File: src/rtl/clk_div_ctrl_pkg.sv
//------------------------------------------------------------------------------
// Module   : clk_div_pkg
// Purpose  : Shared types and helpers for the programmable clock divider.
// Revision : 1.0 - initial release
//------------------------------------------------------------------------------
`default_nettype none

package clk_div_pkg;

    typedef enum logic [1:0] {
        IDLE    = 2'd0,
        RUN     = 2'd1,
        PENDING = 2'd2
    } state_t;

    localparam int MIN_DIV = 2;

    // Number of high cycles in an N-cycle divided period
    function automatic int unsigned half(input int unsigned n);
        return n >> 1;
    endfunction

endpackage

`default_nettype wire

File: src/rtl/clk_div_ctrl_if.sv
//------------------------------------------------------------------------------
// Module   : clk_div_ctrl_if
// Purpose  : Ratio-configuration handshake between CSR logic and the divider.
// Revision : 1.0 - initial release
//------------------------------------------------------------------------------
`default_nettype none

interface clk_div_ctrl_if #(
    parameter int CNT_W = 8
);
    logic             cfg_valid;
    logic [CNT_W-1:0] cfg_div;
    logic             cfg_ready;
    logic             cfg_err;

    modport master (
        output cfg_valid,
        output cfg_div,
        input  cfg_ready,
        input  cfg_err
    );

    modport slave (
        input  cfg_valid,
        input  cfg_div,
        output cfg_ready,
        output cfg_err
    );
endinterface

`default_nettype wire

File: src/rtl/clk_div_ctrl.sv
//------------------------------------------------------------------------------
// Module   : clk_div_ctrl
// Purpose  : Divide-by-N clock-enable / divided clock generator whose ratio and
//            run/stop changes are applied only at period boundaries.
// Revision : 1.0 - initial release
//------------------------------------------------------------------------------
`default_nettype none

module clk_div_ctrl
    import clk_div_pkg::*;
#(
    parameter int CNT_W       = 8,
    parameter int DEFAULT_DIV = 2
) (
    input  wire logic             clk,
    input  wire logic             rst,
    input  wire logic             run,
    clk_div_ctrl_if.slave         cfg,
    output logic                  clk_en,
    output logic                  clk_out,
    output logic                  busy,
    output logic [CNT_W-1:0]      div_active
);

    state_t           r_state;
    logic [CNT_W-1:0] r_cnt;
    logic [CNT_W-1:0] r_div;
    logic [CNT_W-1:0] r_pend;
    logic             r_clk_out;
    logic             r_cfg_err;

    state_t           w_state_nx;
    logic [CNT_W-1:0] w_cnt_nx;
    logic [CNT_W-1:0] w_div_nx;
    logic [CNT_W-1:0] w_pend_nx;
    logic [CNT_W-1:0] w_half_nx;
    logic             w_boundary;
    logic             w_xfer;
    logic             w_ratio_ok;

    assign w_boundary = (r_state != IDLE) && (r_cnt == r_div - CNT_W'(1));
    assign w_xfer     = cfg.cfg_valid && cfg.cfg_ready;
    assign w_ratio_ok = (cfg.cfg_div >= CNT_W'(MIN_DIV));

    always_comb begin
        w_state_nx = r_state;
        w_cnt_nx   = r_cnt;
        w_div_nx   = r_div;
        w_pend_nx  = r_pend;
        unique case (r_state)
            IDLE: begin
                w_cnt_nx = '0;
                if (w_xfer && w_ratio_ok) begin
                    w_div_nx = cfg.cfg_div;
                end
                if (run) begin
                    w_state_nx = RUN;
                end
            end
            RUN: begin
                if (w_boundary) begin
                    // A ratio arriving exactly on the boundary needs no parking
                    w_cnt_nx   = '0;
                    w_state_nx = run ? RUN : IDLE;
                    if (w_xfer && w_ratio_ok) begin
                        w_div_nx = cfg.cfg_div;
                    end
                end else begin
                    w_cnt_nx = r_cnt + CNT_W'(1);
                    if (w_xfer && w_ratio_ok) begin
                        w_pend_nx  = cfg.cfg_div;
                        w_state_nx = PENDING;
                    end
                end
            end
            PENDING: begin
                if (w_boundary) begin
                    w_cnt_nx   = '0;
                    w_div_nx   = r_pend;
                    w_state_nx = run ? RUN : IDLE;
                end else begin
                    w_cnt_nx = r_cnt + CNT_W'(1);
                end
            end
            default: begin
                w_cnt_nx   = '0;
                w_state_nx = IDLE;
            end
        endcase
    end

    assign w_half_nx = CNT_W'(half(32'(w_div_nx)));

    always_ff @(posedge clk) begin
        if (rst) begin
            r_state   <= IDLE;
            r_cnt     <= '0;
            r_div     <= CNT_W'(DEFAULT_DIV);
            r_pend    <= '0;
            r_clk_out <= 1'b0;
            r_cfg_err <= 1'b0;
        end else begin
            r_state   <= w_state_nx;
            r_cnt     <= w_cnt_nx;
            r_div     <= w_div_nx;
            r_pend    <= w_pend_nx;
            r_clk_out <= (w_state_nx != IDLE) && (w_cnt_nx < w_half_nx);
            r_cfg_err <= w_xfer && !w_ratio_ok;
        end
    end

    assign clk_en        = w_boundary;
    assign clk_out       = r_clk_out;
    assign busy          = (r_state != IDLE);
    assign div_active    = r_div;
    assign cfg.cfg_ready = (r_state != PENDING);
    assign cfg.cfg_err   = r_cfg_err;

endmodule

`default_nettype wire

File: src/flat_wrapper.sv
// flat-port wrapper written by rule: the top's interface ports become plain ports
module clk_div_ctrl_flat import clk_div_pkg::*;
#(
    parameter int CNT_W       = 8,
    parameter int DEFAULT_DIV = 2
)
  (clk, rst, run, clk_en, clk_out, busy, div_active, cfg_cfg_valid, cfg_cfg_div, cfg_cfg_ready, cfg_cfg_err);
  clk_div_ctrl_if #(.CNT_W(CNT_W)) cfg_i ();
  input  wire logic clk;
  input  wire logic rst;
  input  wire logic run;
  output logic clk_en;
  output logic clk_out;
  output logic busy;
  output logic [CNT_W-1:0] div_active;
  input wire logic [$bits(cfg_i.cfg_valid)-1:0] cfg_cfg_valid;
  input wire logic [$bits(cfg_i.cfg_div)-1:0] cfg_cfg_div;
  output wire logic [$bits(cfg_i.cfg_ready)-1:0] cfg_cfg_ready;
  output wire logic [$bits(cfg_i.cfg_err)-1:0] cfg_cfg_err;
  assign cfg_i.cfg_valid = cfg_cfg_valid;
  assign cfg_i.cfg_div = cfg_cfg_div;
  assign cfg_cfg_ready = cfg_i.cfg_ready;
  assign cfg_cfg_err = cfg_i.cfg_err;
  clk_div_ctrl #(.CNT_W(CNT_W), .DEFAULT_DIV(DEFAULT_DIV)) u_core (.clk(clk), .rst(rst), .run(run), .cfg(cfg_i), .clk_en(clk_en), .clk_out(clk_out), .busy(busy), .div_active(div_active));
endmodule
File: config.mk
export PLATFORM = sky130hd
export DESIGN_NAME = clk_div_ctrl_flat
export DESIGN_NICKNAME = d
export VERILOG_FILES = /design/src/rtl/clk_div_ctrl_pkg.sv /design/src/rtl/clk_div_ctrl_if.sv /design/src/rtl/clk_div_ctrl.sv /design/src/flat_wrapper.sv
export SDC_FILE = /design/constraint.sdc
export NUM_CORES = 1
export LEC_CHECK = 0
export CORE_MARGIN = 8
export CORE_UTILIZATION = 55
export CTS_CLUSTER_SIZE = 40
export DETAILED_ROUTE_END_ITERATION = 10
export PLACE_DENSITY = 0.77
export SYNTH_ARGS = -nofsm -noshare
export SYNTH_HDL_FRONTEND = slang
export SYNTH_SLANG_ARGS = --single-unit
export TNS_END_PERCENT = 20
File: constraint.sdc
create_clock -name clk -period 4.7 [get_ports clk]
set_clock_uncertainty 0.1 [all_clocks]
set_input_delay 1.175 -clock clk [delete_from_list [all_inputs] [get_ports clk]]
set_output_delay 1.175 -clock clk [all_outputs]
set_load 0.005 [all_outputs]
==> results.toml <==
[yosys]
async_reset_ff_frac = 0
yosysTopAreaCellShare = 0.294
synthTopCellsByCount = "nor2_1, dfxtp_1, nor3_1, ha_1, inv_1"
ys_seq_elements = 28
synth-compound-area-share = 0.187
synthCells = 231
synthDistinctLibCells = 48
synthAdderAreaFrac = 0.0788
synth_fp_nets = 255
yosysMostFrequentCell = "nor2_1"
synth_flop_cell = "dfxtp_1"
ys_seq_area_frac = 0.294
synthMuxAreaShare = 0.0526
synth_edf_count = 0
yosys.area.top_type = "dfxtp_1"
ys_top_cells_by_area = "dfxtp_1, ha_1, nor2_1"
ys_warn_count = 0
yosys.area_share.simple = 0.258
avgSynthCellArea_um2 = 8.24
synth_top_family_by_area = "simple AND/OR/NAND/NOR gates"
synth-xor-area-share = 0.0729
mappedNetlistArea_mm2 = 0.00190

[finish]
layout.nets = 276
finalNonFillerCells = 297
multi_input_area_mm2 = 0.00124
drive_gt1_frac = 0.0598
fillers = 315
n_antenna_cell = 0
area_delta_synth_final_pct = 16.8
seq_area_um2 = 561

[global_routing]
grt_use_total = 0.184
grt_max_degree = 23
antenna_found_initial = 0
overflow = 0
grt_first_pass_wirelength_um = 8180
grt_pass1_vias = 1758

[clocking]
postCtsSetupRepairBufs = 0
cts_tree = "yes"
path_clk_slew_ps = 160
cts_inserted_buffers = 3
max-clock-path-buffers = 2
ctsResizeCount = 0
root_buffer = "clkbuf_4"
h-tree-depth = 1
clk_latency_ps = 340
cts_hold_buf = 0
clock-sinks = 28

[floorplanning]
core-area_mm2 = 0.00334
dieArea_mm2 = 0.00560
die_h_um = 74.8
die_w_um = 74.8
initial_core_util = 0.571
core.rowCount = 21
io_pins = 25

[critical_path]
cp_cell_sequence = "inv_1, ha_1, or3_1, a31oi_1, nand4_1, a21o_1, inv_6, clkdlybuf4s50_1"
crit_slowest_cell = "dfxtp_1"
path_buf_inv = 3
cp-end-kind = "output port"
required_ps = 3420
critical_path_arrival_ps = 2950
cp-start-kind = "flip-flop"
crit_family = "buffers and inverters"
cp_max_fo = 9
worstSetupPathType = "flip-flop to output port"
cpPeakStageDelay_ps = 530

[detailed_routing]
vias = 1768
first_pass_iters = 4
ant_nets = 0
viasPerCell = 5.95
drt_iter0_markers = 203
drc = 0
wl_um = 4840
drt-wirelength-per-cell_um = 16.3

[timing]
slew_viol_final = 0
slew_headroom = 0.414
rsz0062_at_grt = "no"
worstMarginPinSlew_ps = 876
fin_setup_tns_ps = 0
period_share = 0.898
setup_viol = 0
fmax_mhz = 237
period_minus_slack_ps = 4220
hold_viol_final = 0

[run]
max_cap_violations = 0

[power_and_ir_drop]
pwr_density_cell_mw_per_mm2 = 287
p_leak_nw = 0.840
p_total_w = 0.000637
vdd.ir_drop.worst_mv = 0.108

[placed_design]
dp_hpwl_um = 3680
placed_cells_incl_taps = 293
port_buffers = 24
gp_congestion = 0.905

[run_status]
status = "finished, final reports clean"

[worst_hold_path]
hp-class = "flip-flop to flip-flop"
==> cells in the final DEF, fill, tap and decap left out, drive strengths merged, types with 3 or more instances in the layout <==
master         count
xor2               5
dfxtp             28
o21ai             10
nor2              29
o221ai             5
xnor2             10
mux2i             10
nor2b              5
clkbuf             3
buf                3
nand3              9
nor3              17
nand2             10
ha                12
o31a               3
clkdlybuf4s50     24
nand4              3
inv               13
and3b              5
o31ai              4
a31oi              4
a21oi              8
o311a              3
nor4               3
==> final cells by class <==
cell class,instances,area share
multi-input combinational,179,0.556
sequential,28,0.252
timing repair buffer,27,0.118
tap,46,0.0259
inverter,13,0.0242
clock inverter,1,0.0135
clock buffer,3,0.0101
==> worst min-delay path: cells and delay by family, from the launching register on <==
family	cells	cell delay [ps]
flops	1	360
mux	1	70
simple gates	1	70
==> per-layer routing <==
layer,up-vias,part of all wire,track usage
li1,878,-,-
met1,821,0.45,0.233
met2,61,0.46,0.300
met3,8,0.068,0.0306
met4,0,0.013,0.0739
met5,-,0,0
==> power by group <==
group	internal, W	switching, W
registers	0.000252	0.0000215
clock network	0.0000863	0.0000782
logic	0.0000953	0.000104
total	0.000434	0.000203
==> sequential cells by signal (all words and copies together), names as in the netlist <==
name,cells
u_core.cfg.cfg_err,1
u_core.clk_out,1
u_core.div_active,8
u_core.r_cnt,8
u_core.r_pend,8
u_core.r_state,2
==> per-stage QoR <==
| step | area, µm² | utilization | worst slack (ps) | hold slack [ps] |
|---|---|---|---|---|
| after floorplan | 1900 | - | 1230 | 352 |
| after global placement | 2170 | 0.651 | 598 | 377 |
| after detailed placement | 2170 | 0.651 | 521 | 392 |
| after CTS | 2220 | 0.666 | 480 | 428 |
| after global routing | 2220 | 0.666 | 297 | 465 |
| final | 2220 | 0.666 | 478 | 423 |
==> cells by family after synthesis <==
family | Yosys count
AO/OA/AOI/OAI | 48
XOR/XNOR | 15
adder cells (fa/ha/maj) | 12
buffers and inverters | 24
flip-flops | 28
multiplexers | 10
AND/OR/NAND/NOR | 94
==> worst paths after layout <==
path | start | end | slack, ps | depth (start not counted)
worst min register to register | u_core.r_pend[3] | u_core.r_pend[3] | 420 | 2
worst max register to register | u_core.div_active[0] | u_core.clk_out | 850 | 16
worst min-delay path | u_core.r_pend[3] | u_core.r_pend[3] | 420 | 2
worst max-delay path | u_core.div_active[0] | clk_en | 480 | 8
Note: power is estimated with default switching activity, not from simulation.
